[src/rtl/pipelined_tree_multiplier_if.sv]
`default_nettype none
// ----------------------------------------------------------------------------
// pipelined_tree_multiplier_if : operand/result handshake bundle (MULT_SIGNED_EN adds in_signed)
// Rev 1.0
// ----------------------------------------------------------------------------
interface pipelined_tree_multiplier_if #(
  parameter int WIDTH = 8,
  parameter int TAG_W = 4
);
  logic               in_valid;
  logic               in_ready;
  logic [WIDTH-1:0]   in_x;
  logic [WIDTH-1:0]   in_y;
  logic [TAG_W-1:0]   in_tag;
`ifdef MULT_SIGNED_EN
  logic               in_signed;
`endif
  logic               out_valid;
  logic               out_ready;
  logic [2*WIDTH-1:0] out_p;
  logic [TAG_W-1:0]   out_tag;
  logic               busy;

`ifdef MULT_SIGNED_EN
  modport master (
    output in_valid, in_x, in_y, in_tag, in_signed, out_ready,
    input  in_ready, out_valid, out_p, out_tag, busy
  );
  modport slave (
    input  in_valid, in_x, in_y, in_tag, in_signed, out_ready,
    output in_ready, out_valid, out_p, out_tag, busy
  );
`else
  modport master (
    output in_valid, in_x, in_y, in_tag, out_ready,
    input  in_ready, out_valid, out_p, out_tag, busy
  );
  modport slave (
    input  in_valid, in_x, in_y, in_tag, out_ready,
    output in_ready, out_valid, out_p, out_tag, busy
  );
`endif
endinterface
`default_nettype wire

[src/rtl/pipelined_tree_multiplier.sv]
`default_nettype none
// ----------------------------------------------------------------------------
// pipelined_tree_multiplier : 3-stage Dadda-tree multiplier with valid/ready and tag
// Optional signed mode via MULT_SIGNED_EN.  Rev 1.0
// ----------------------------------------------------------------------------
module pipelined_tree_multiplier #(
  parameter int WIDTH = 8,
  parameter int TAG_W = 4
) (
  input wire logic                     clk,
  input wire logic                     rst,
  pipelined_tree_multiplier_if.slave   bus
);
  localparam int NC = 2 * WIDTH;
  localparam int MH = WIDTH;
  localparam int c_DADDA [8] = '{2, 3, 4, 6, 9, 13, 19, 28};

  typedef logic [NC-1:0][MH-1:0] cols_t;

  // Partial-product matrix reduced to two rows; signed mode uses modified
  // Baugh-Wooley (inverted edge terms plus constant ones at WIDTH and NC-1).
  function automatic logic [2*NC-1:0] f_dadda(
    input logic [WIDTH-1:0] x,
    input logic [WIDTH-1:0] y,
    input logic             sgn
  );
    cols_t m;
    cols_t nm;
    int    h  [NC];
    int    nh [NC];
    int    idx;
    logic  pp;
    logic  fa_a, fa_b, fa_c;
    m = '0;
    for (int c = 0; c < NC; c++) h[c] = 0;
    for (int i = 0; i < WIDTH; i++) begin
      for (int j = 0; j < WIDTH; j++) begin
        pp = x[i] & y[j];
        if (sgn && ((i == WIDTH-1) != (j == WIDTH-1))) pp = ~pp;
        m[i+j][h[i+j]] = pp;
        h[i+j] = h[i+j] + 1;
      end
    end
    m[WIDTH][h[WIDTH]] = sgn;
    h[WIDTH] = h[WIDTH] + 1;
    m[NC-1][h[NC-1]] = sgn;
    h[NC-1] = h[NC-1] + 1;
    for (int s = 7; s >= 0; s--) begin
      if (c_DADDA[s] < MH) begin
        nm = '0;
        for (int c = 0; c < NC; c++) nh[c] = 0;
        for (int c = 0; c < NC; c++) begin
          idx = 0;
          for (int k = 0; k < MH; k++) begin
            if (((h[c] - idx) + nh[c] > c_DADDA[s]) && ((h[c] - idx) >= 2)) begin
              fa_a = m[c][idx];
              fa_b = m[c][idx+1];
              if (((h[c] - idx) + nh[c] == c_DADDA[s] + 1) || ((h[c] - idx) == 2)) begin
                fa_c = 1'b0;
                idx  = idx + 2;
              end else begin
                fa_c = m[c][idx+2];
                idx  = idx + 3;
              end
              nm[c][nh[c]] = fa_a ^ fa_b ^ fa_c;
              nh[c] = nh[c] + 1;
              if (c + 1 < NC) begin
                nm[c+1][nh[c+1]] = (fa_a & fa_b) | (fa_c & (fa_a ^ fa_b));
                nh[c+1] = nh[c+1] + 1;
              end
            end
          end
          for (int k = 0; k < MH; k++) begin
            if (k >= idx && k < h[c]) begin
              nm[c][nh[c]] = m[c][k];
              nh[c] = nh[c] + 1;
            end
          end
        end
        m = nm;
        h = nh;
      end
    end
    for (int c = 0; c < NC; c++) begin
      f_dadda[c]      = m[c][0];
      f_dadda[NC + c] = m[c][1];
    end
  endfunction

  // Kogge-Stone prefix adder; carry out of the top bit is dropped.
  function automatic logic [NC-1:0] f_prefix_add(
    input logic [NC-1:0] a,
    input logic [NC-1:0] b
  );
    logic [NC-1:0] g, p, gn, pn, p0;
    g  = a & b;
    p  = a ^ b;
    p0 = p;
    for (int d = 1; d < NC; d = d * 2) begin
      gn = g;
      pn = p;
      for (int k = d; k < NC; k++) begin
        gn[k] = g[k] | (p[k] & g[k-d]);
        if (k >= 2 * d) pn[k] = p[k] & p[k-d];
      end
      g = gn;
      p = pn;
    end
    f_prefix_add = p0 ^ {g[NC-2:0], 1'b0};
  endfunction

  logic              w_adv0, w_adv1, w_adv2;
  logic              r_v0, r_v1, r_v2;
  logic [WIDTH-1:0]  r_x0, r_y0;
  logic [TAG_W-1:0]  r_tag0, r_tag1, r_tag2;
  logic [NC-1:0]     r_row_a, r_row_b, r_p;
  logic              w_sgn0;
  logic [2*NC-1:0]   w_rows;
  logic [NC-1:0]     w_sum;

`ifdef MULT_SIGNED_EN
  logic              r_sgn0;
  assign w_sgn0 = r_sgn0;
`else
  assign w_sgn0 = 1'b0;
`endif

  assign w_adv2 = !r_v2 || bus.out_ready;
  assign w_adv1 = !r_v1 || w_adv2;
  assign w_adv0 = !r_v0 || w_adv1;

  assign w_rows = f_dadda(r_x0, r_y0, w_sgn0);
  assign w_sum  = f_prefix_add(r_row_a, r_row_b);

  // Data registers only load behind a valid entry so out_p keeps the last result.
  always_ff @(posedge clk) begin
    if (rst) begin
      r_v0    <= 1'b0;
      r_v1    <= 1'b0;
      r_v2    <= 1'b0;
      r_x0    <= '0;
      r_y0    <= '0;
      r_tag0  <= '0;
      r_tag1  <= '0;
      r_tag2  <= '0;
      r_row_a <= '0;
      r_row_b <= '0;
      r_p     <= '0;
`ifdef MULT_SIGNED_EN
      r_sgn0  <= 1'b0;
`endif
    end else begin
      if (w_adv0) begin
        r_v0 <= bus.in_valid;
        if (bus.in_valid) begin
          r_x0   <= bus.in_x;
          r_y0   <= bus.in_y;
          r_tag0 <= bus.in_tag;
`ifdef MULT_SIGNED_EN
          r_sgn0 <= bus.in_signed;
`endif
        end
      end
      if (w_adv1) begin
        r_v1 <= r_v0;
        if (r_v0) begin
          r_row_a <= w_rows[NC-1:0];
          r_row_b <= w_rows[2*NC-1:NC];
          r_tag1  <= r_tag0;
        end
      end
      if (w_adv2) begin
        r_v2 <= r_v1;
        if (r_v1) begin
          r_p    <= w_sum;
          r_tag2 <= r_tag1;
        end
      end
    end
  end

  assign bus.in_ready  = w_adv0;
  assign bus.out_valid = r_v2;
  assign bus.out_p     = r_p;
  assign bus.out_tag   = r_tag2;
  assign bus.busy      = r_v0 | r_v1 | r_v2;

endmodule
`default_nettype wire

[src/flat_wrapper.sv]
// flat-port wrapper written by rule: the top's interface ports become plain ports
module pipelined_tree_multiplier_flat 
#(
  parameter int WIDTH = 8,
  parameter int TAG_W = 4
)
  (clk, rst, bus_in_valid, bus_in_x, bus_in_y, bus_in_tag, bus_out_ready, bus_in_ready, bus_out_valid, bus_out_p, bus_out_tag, bus_busy);
  pipelined_tree_multiplier_if #(.WIDTH(WIDTH), .TAG_W(TAG_W)) bus_i ();
  input wire logic clk;
  input wire logic rst;
  input wire logic [$bits(bus_i.in_valid)-1:0] bus_in_valid;
  input wire logic [$bits(bus_i.in_x)-1:0] bus_in_x;
  input wire logic [$bits(bus_i.in_y)-1:0] bus_in_y;
  input wire logic [$bits(bus_i.in_tag)-1:0] bus_in_tag;
  input wire logic [$bits(bus_i.out_ready)-1:0] bus_out_ready;
  output wire logic [$bits(bus_i.in_ready)-1:0] bus_in_ready;
  output wire logic [$bits(bus_i.out_valid)-1:0] bus_out_valid;
  output wire logic [$bits(bus_i.out_p)-1:0] bus_out_p;
  output wire logic [$bits(bus_i.out_tag)-1:0] bus_out_tag;
  output wire logic [$bits(bus_i.busy)-1:0] bus_busy;
  assign bus_i.in_valid = bus_in_valid;
  assign bus_i.in_x = bus_in_x;
  assign bus_i.in_y = bus_in_y;
  assign bus_i.in_tag = bus_in_tag;
  assign bus_i.out_ready = bus_out_ready;
  assign bus_in_ready = bus_i.in_ready;
  assign bus_out_valid = bus_i.out_valid;
  assign bus_out_p = bus_i.out_p;
  assign bus_out_tag = bus_i.out_tag;
  assign bus_busy = bus_i.busy;
  pipelined_tree_multiplier #(.WIDTH(WIDTH), .TAG_W(TAG_W)) u_core (.clk(clk), .rst(rst), .bus(bus_i));
endmodule
[config.mk]
export PLATFORM = sky130hd
export DESIGN_NAME = pipelined_tree_multiplier_flat
export DESIGN_NICKNAME = d
export VERILOG_FILES = /design/src/rtl/pipelined_tree_multiplier_if.sv /design/src/rtl/pipelined_tree_multiplier.sv /design/src/flat_wrapper.sv
export SDC_FILE = /design/constraint.sdc
export NUM_CORES = 1
export LEC_CHECK = 0
export CORE_UTILIZATION = 45
export DETAILED_ROUTE_END_ITERATION = 8
export GPL_ROUTABILITY_DRIVEN = 0
export PLACE_DENSITY = 0.65
export SETUP_SLACK_MARGIN = 0.2
export SKIP_LAST_GASP = 1
export SYNTH_ARGS = -nofsm -noshare
export SYNTH_HDL_FRONTEND = slang
export SYNTH_SLANG_ARGS = --single-unit
[constraint.sdc]
create_clock -name clk -period 3.6 [get_ports clk]
set_input_delay 0.72 -clock clk [delete_from_list [all_inputs] [get_ports clk]]
set_output_delay 0.72 -clock clk [all_outputs]
set_load 0.02 [all_outputs]
==> tab_implementation.tex <==
\begin{tabular}{lr}
\hline
Metric & Value \\
\hline
\multicolumn{2}{l}{\textbf{STA}} \\
\quad Clock Skews & between 0.015 and 0.02 ns \\
\quad Max Clk Rate & 339 MHz \\
\quad Slew Viols, Final & 0 \\
\quad Worst hold slack across all endpoints & 0.451 ns \\
\quad Setup repair after global routing missed its margin & no \\
\quad Post-route fraction of the period consumed by the critical path & 0.819 \\
\quad Relative slew margins & 0.361 \\
\quad Count of final setup violators & 0 \\
\quad Minimum clock period after layout & 2.95 ns \\
\quad Setup TNS Final & 0 ns \\
\quad Number of endpoints with negative hold slack in the final report & 0 \\
\quad Worst Setup Slack, final & 0.652 ns \\
\quad Slew at the pin closest to its max-slew limit & 0.956 ns \\
\multicolumn{2}{l}{\textbf{Global routing}} \\
\quad Number of antenna violations at the first check in global routing & 0 \\
\quad Global router's overall resource usage & 0.206 \\
\quad Global routing met3 resource utilization & 0.0395 \\
\quad Busiest grt layer & met2 \\
\quad Grt met1 use & 0.272 \\
\quad Via count of the first global-routing pass & $\sim$3800 \\
\quad GRT Residual Overflow & 0 \\
\quad Pin count of the biggest net entering global routing & 48 \\
\quad Met2 global-route usage & 0.347 \\
\quad First-pass GRT wire length & 18100 um \\
\multicolumn{2}{l}{\textbf{Routing}} \\
\quad Post-detailed-routing wire length & 10600 um \\
\quad Number of violations reported at the end of detailed-routing iteration 0 & 145 \\
\quad Remaining design rule violation count & 0 \\
\quad DRT Pass-1 Iters & 5 \\
\quad Average wire per cell in the routed design & 14.2 um \\
\quad Remaining antenna violation count after routing & 0 \\
\quad Vias post-DR & $\sim$4000 \\
\quad Vias per cell & 5.26 \\
\multicolumn{2}{l}{\textbf{Worst setup path}} \\
\quad Req. time, crit path & around 3.9 ns \\
\quad Crit path buffers/inverters & 2 \\
\quad Start of the worst register-to-register path & u\_core.r\_y0[7]\$\_SDFFE\_PP0P\_ \\
\quad Data arrival time of the worst path & 3.22 ns \\
\quad Nature of the critical path endpoint & flip-flop \\
\quad Largest stage delay, worst path & roughly 0.54 ns \\
\quad Worst Setup Start Kind & flip-flop \\
\quad Kind of cell adding the most delay to the critical path & adder cells \\
\quad R2R Path End & u\_core.r\_row\_b[9]\$\_SDFFE\_PP0P\_ \\
\quad Critical path origin & u\_core.r\_y0[7]\$\_SDFFE\_PP0P\_ \\
\quad CP max stage cell & fa\_1 \\
\quad CP Class & reg -> reg \\
\quad Reg2reg setup slack & between 0.6 and 0.7 ns \\
\quad Ordered cell list for the critical path & and2\_1 -> fa\_1 -> inv\_1 -> fa\_1 -> inv\_1 -> fa\_1 -> fa\_1 -> nand2\_1 -> a21oi\_1 \\
\quad Capture point of the worst path & u\_core.r\_row\_b[9]\$\_SDFFE\_PP0P\_ \\
\quad Most used cell, CP & fa\_1 \\
\quad R2R cell count & 9 \\
\quad Max FO, Critical Path & 9 \\
\quad Worst path depth & 9 \\
\multicolumn{2}{l}{\textbf{Finish}} \\
\quad Net count of the finished layout & 687 \\
\quad Fraction of layout instances using a drive strength above 1 & 0.0573 \\
\quad Final non-filler cell total & 744 \\
\quad Inserted Diodes & 0 \\
\quad Post-synthesis to final-layout area growth & 14.7\% \\
\multicolumn{2}{l}{\textbf{CTS}} \\
\quad Root Driver & clkbuf\_8 \\
\quad Clock-pin transition on the worst setup and hold timing paths & 0.09 ns \\
\quad H-tree Lvls & 3 \\
\quad Number of buffers inserted during clock tree synthesis & 9 \\
\quad Post-CTS Hold Fix Bufs & 0 \\
\quad CTS tree & built \\
\quad Resized cells post-CTS & 0 \\
\quad CTS Buffer Depth & 2 \\
\quad Clock sink total & between 70 and 80 \\
\quad Clk Latency, worst-skew pair & 0.35 ns \\
\quad Number of setup buffers added after CTS & 0 \\
\multicolumn{2}{l}{\textbf{Floorplanning}} \\
\quad Core ar. & 9950 um\^{}2 \\
\quad Standard-cell rows & 36 \\
\quad Die Span X & 104 um \\
\quad Area of the die & 10900 um\^{}2 \\
\quad Starting Density & 0.472 \\
\quad Number of top-level pins & 47 \\
\quad Height of the die & roughly 100 um \\
\multicolumn{2}{l}{\textbf{Power}} \\
\quad Leakage & 2.16 nW \\
\quad Int Power & 0.00126 W \\
\quad Net Sw Power & between 0.0004 and 0.0005 W \\
\quad Switching Fraction & 0.274 \\
\quad Combinational share of power & 0.109 \\
\quad Power share of the clock group & 0.379 \\
\quad Share of power burned in registers & 0.512 \\
\quad Peak supply drop & 0.232 mV \\
\quad PwrDens & approximately 320 nW/um\^{}2 \\
\multicolumn{2}{l}{\textbf{Synth}} \\
\quad Number of distinct library cell variants in the gate-level netlist after synthesis & 55 \\
\quad Async S/R FF share, synth & 0 \\
\quad Area contributors post-synth & dfxtp\_1, fa\_1, nand2\_1 \\
\quad Most common library cells after synthesis & nand2\_1, dfxtp\_1, a21oi\_1 \\
\quad Count leader, synth & nand2\_1 \\
\quad Area share of the largest cell type after synthesis & 0.324 \\
\quad Number of synthesized flops with an enable pin & 0 \\
\quad Synth Flop Type & dfxtp\_1 \\
\quad Sequential area share after synthesis & 0.324 \\
\quad Post-synthesis area per instance & 8.12 um\^{}2 \\
\quad Post-Synthesis Cell Area & 4700 um\^{}2 \\
\quad Library cell with the largest summed area after synthesis & dfxtp\_1 \\
\quad Synthesis-stage register bit count & 76 \\
\quad Number of cells produced by synthesis & approximately 580 \\
\quad Synthesis warning total & 0 \\
\quad Number of nets in the synthesized netlist & 660 \\
\multicolumn{2}{l}{\textbf{Status}} \\
\quad Run status & completed \\
\multicolumn{2}{l}{\textbf{Placement}} \\
\quad Cell total after placement & 728 \\
\quad Quantity of I/O buffers inserted on ports & 46 \\
\quad Post-detailed-placement half-perimeter wirelength & 7950 um \\
\quad Setup WS pre-CTS & 0.686 ns \\
\multicolumn{2}{l}{\textbf{Hold path}} \\
\quad Startpoint of the most critical hold path & u\_core.r\_tag1[3]\$\_SDFFE\_PP0P\_ \\
\quad Class of the most critical hold timing path & reg -> reg \\
\multicolumn{2}{l}{\textbf{Job}} \\
\quad Max-capacitance violation count & 0 \\
\hline
\end{tabular}
## worst register-to-register path: stages, from the launching register on
cell	delay (ns)
dfxtp_1	0.39
and2_1	0.21
fa_1	0.54
inv_1	0.05
fa_1	0.48
inv_1	0.06
fa_1	0.46
fa_1	0.51
nand2_1	0.05
a21oi_1	0.12
## cell type report
type	count	area, um^2
clock buffer	10	128
inverter	45	169
multi-input combinational	418	2810
tap	133	166
timing repair buffer	56	531
sequential	76	1520
clock inverter	6	65.1
fill	959	4560
## power by group through the flow
stage	sequential (W)	clock [W]	combinational, W
after global placement	0.000909	0	0.000187
after detailed placement	0.000910	0	0.000190
final	0.000891	0.000659	0.000189
after floorplan	0.000898	0	0.000133
after CTS	0.000891	0.000671	0.000190
after global routing	0.000895	0.000710	0.000213
## state kept, by name, indices dropped and copies added, names as in the netlist
signal,count
u_core.bus.out_p,16
u_core.r_y0,8
u_core.r_tag1,4
u_core.bus.out_valid,1
u_core.r_v1,1
u_core.r_row_a,15
u_core.r_v0,1
u_core.bus.out_tag,4
u_core.r_x0,8
u_core.r_tag0,4
u_core.r_row_b,14
## placed cells by master (no fill, tap or decap), types with 2 or more instances in the layout
| cell type | netlist | routed |
|---|---|---|
| and2_1 | 28 | 28 |
| clkbuf_8 | 0 | 9 |
| buf_4 | 0 | 10 |
| nor3_1 | 6 | 6 |
| ha_1 | 21 | 21 |
| or3_1 | 5 | 5 |
| fa_1 | 36 | 36 |
| dfxtp_1 | 76 | 76 |
| a211o_1 | 2 | 2 |
| o211ai_1 | 3 | 3 |
| and3_1 | 4 | 4 |
| a21o_1 | 5 | 5 |
| nand2_1 | 150 | 150 |
| nand4_1 | 2 | 2 |
| a211oi_1 | 8 | 8 |
| a311o_1 | 2 | 2 |
| clkinvlp_4 | 0 | 4 |
| o21ai_0 | 9 | 9 |
| nor2b_1 | 4 | 4 |
| clkdlybuf4s50_1 | 0 | 45 |
| a31oi_1 | 3 | 3 |
| inv_1 | 45 | 45 |
| a21oi_1 | 70 | 70 |
| o21a_1 | 2 | 2 |
| nand3_1 | 13 | 13 |
| nor2_1 | 18 | 18 |
## logic make-up (layout without fill, tap and decap cells)
group | count (synthesis) | count (layout) | synth area share
XOR/XNOR | 1 | 1 | 0.00186
buffers and inverters | 85 | 117 | 0.0782
adder cells (fa/ha/maj) | 57 | 57 | 0.209
AND/OR/NAND/NOR | 240 | 240 | 0.229
flip-flops | 76 | 76 | 0.324
AO/OA/AOI/OAI | 120 | 120 | 0.158
## layer usage
layer,up-vias,part of all wire
met4,0,0.015
met3,15,0.042
met2,96,0.48
li1,1949,-
met1,1850,0.47
met5,-,0
## per-stage QoR
step | cell area [um^2] | util | total power (W)
6_report | 5390 | 0.542 | 0.00174
5_1_grt | 5390 | 0.542 | 0.00182
4_1_cts | 5390 | 0.542 | 0.00175
3_5_place_dp | 5200 | 0.522 | 0.00110
3_3_place_gp | 5200 | 0.522 | 0.00110
2_1_floorplan | 4700 | - | 0.00103
## how the worst min path moves through the flow
stage | end | slack (ns) | cells past startpoint
4_1_cts | u_core.bus.out_tag[3]$_SDFFE_PP0P_ | 0.46 | 2
2_1_floorplan | u_core.r_tag1[0]$_SDFFE_PP0P_ | 0.43 | 2
6_report | u_core.bus.out_tag[3]$_SDFFE_PP0P_ | 0.45 | 2
5_1_grt | u_core.bus.out_tag[3]$_SDFFE_PP0P_ | 0.48 | 2
3_3_place_gp | u_core.r_tag1[2]$_SDFFE_PP0P_ | 0.44 | 2
3_5_place_dp | u_core.r_tag1[2]$_SDFFE_PP0P_ | 0.44 | 2
(Power assumes the default switching activity.)
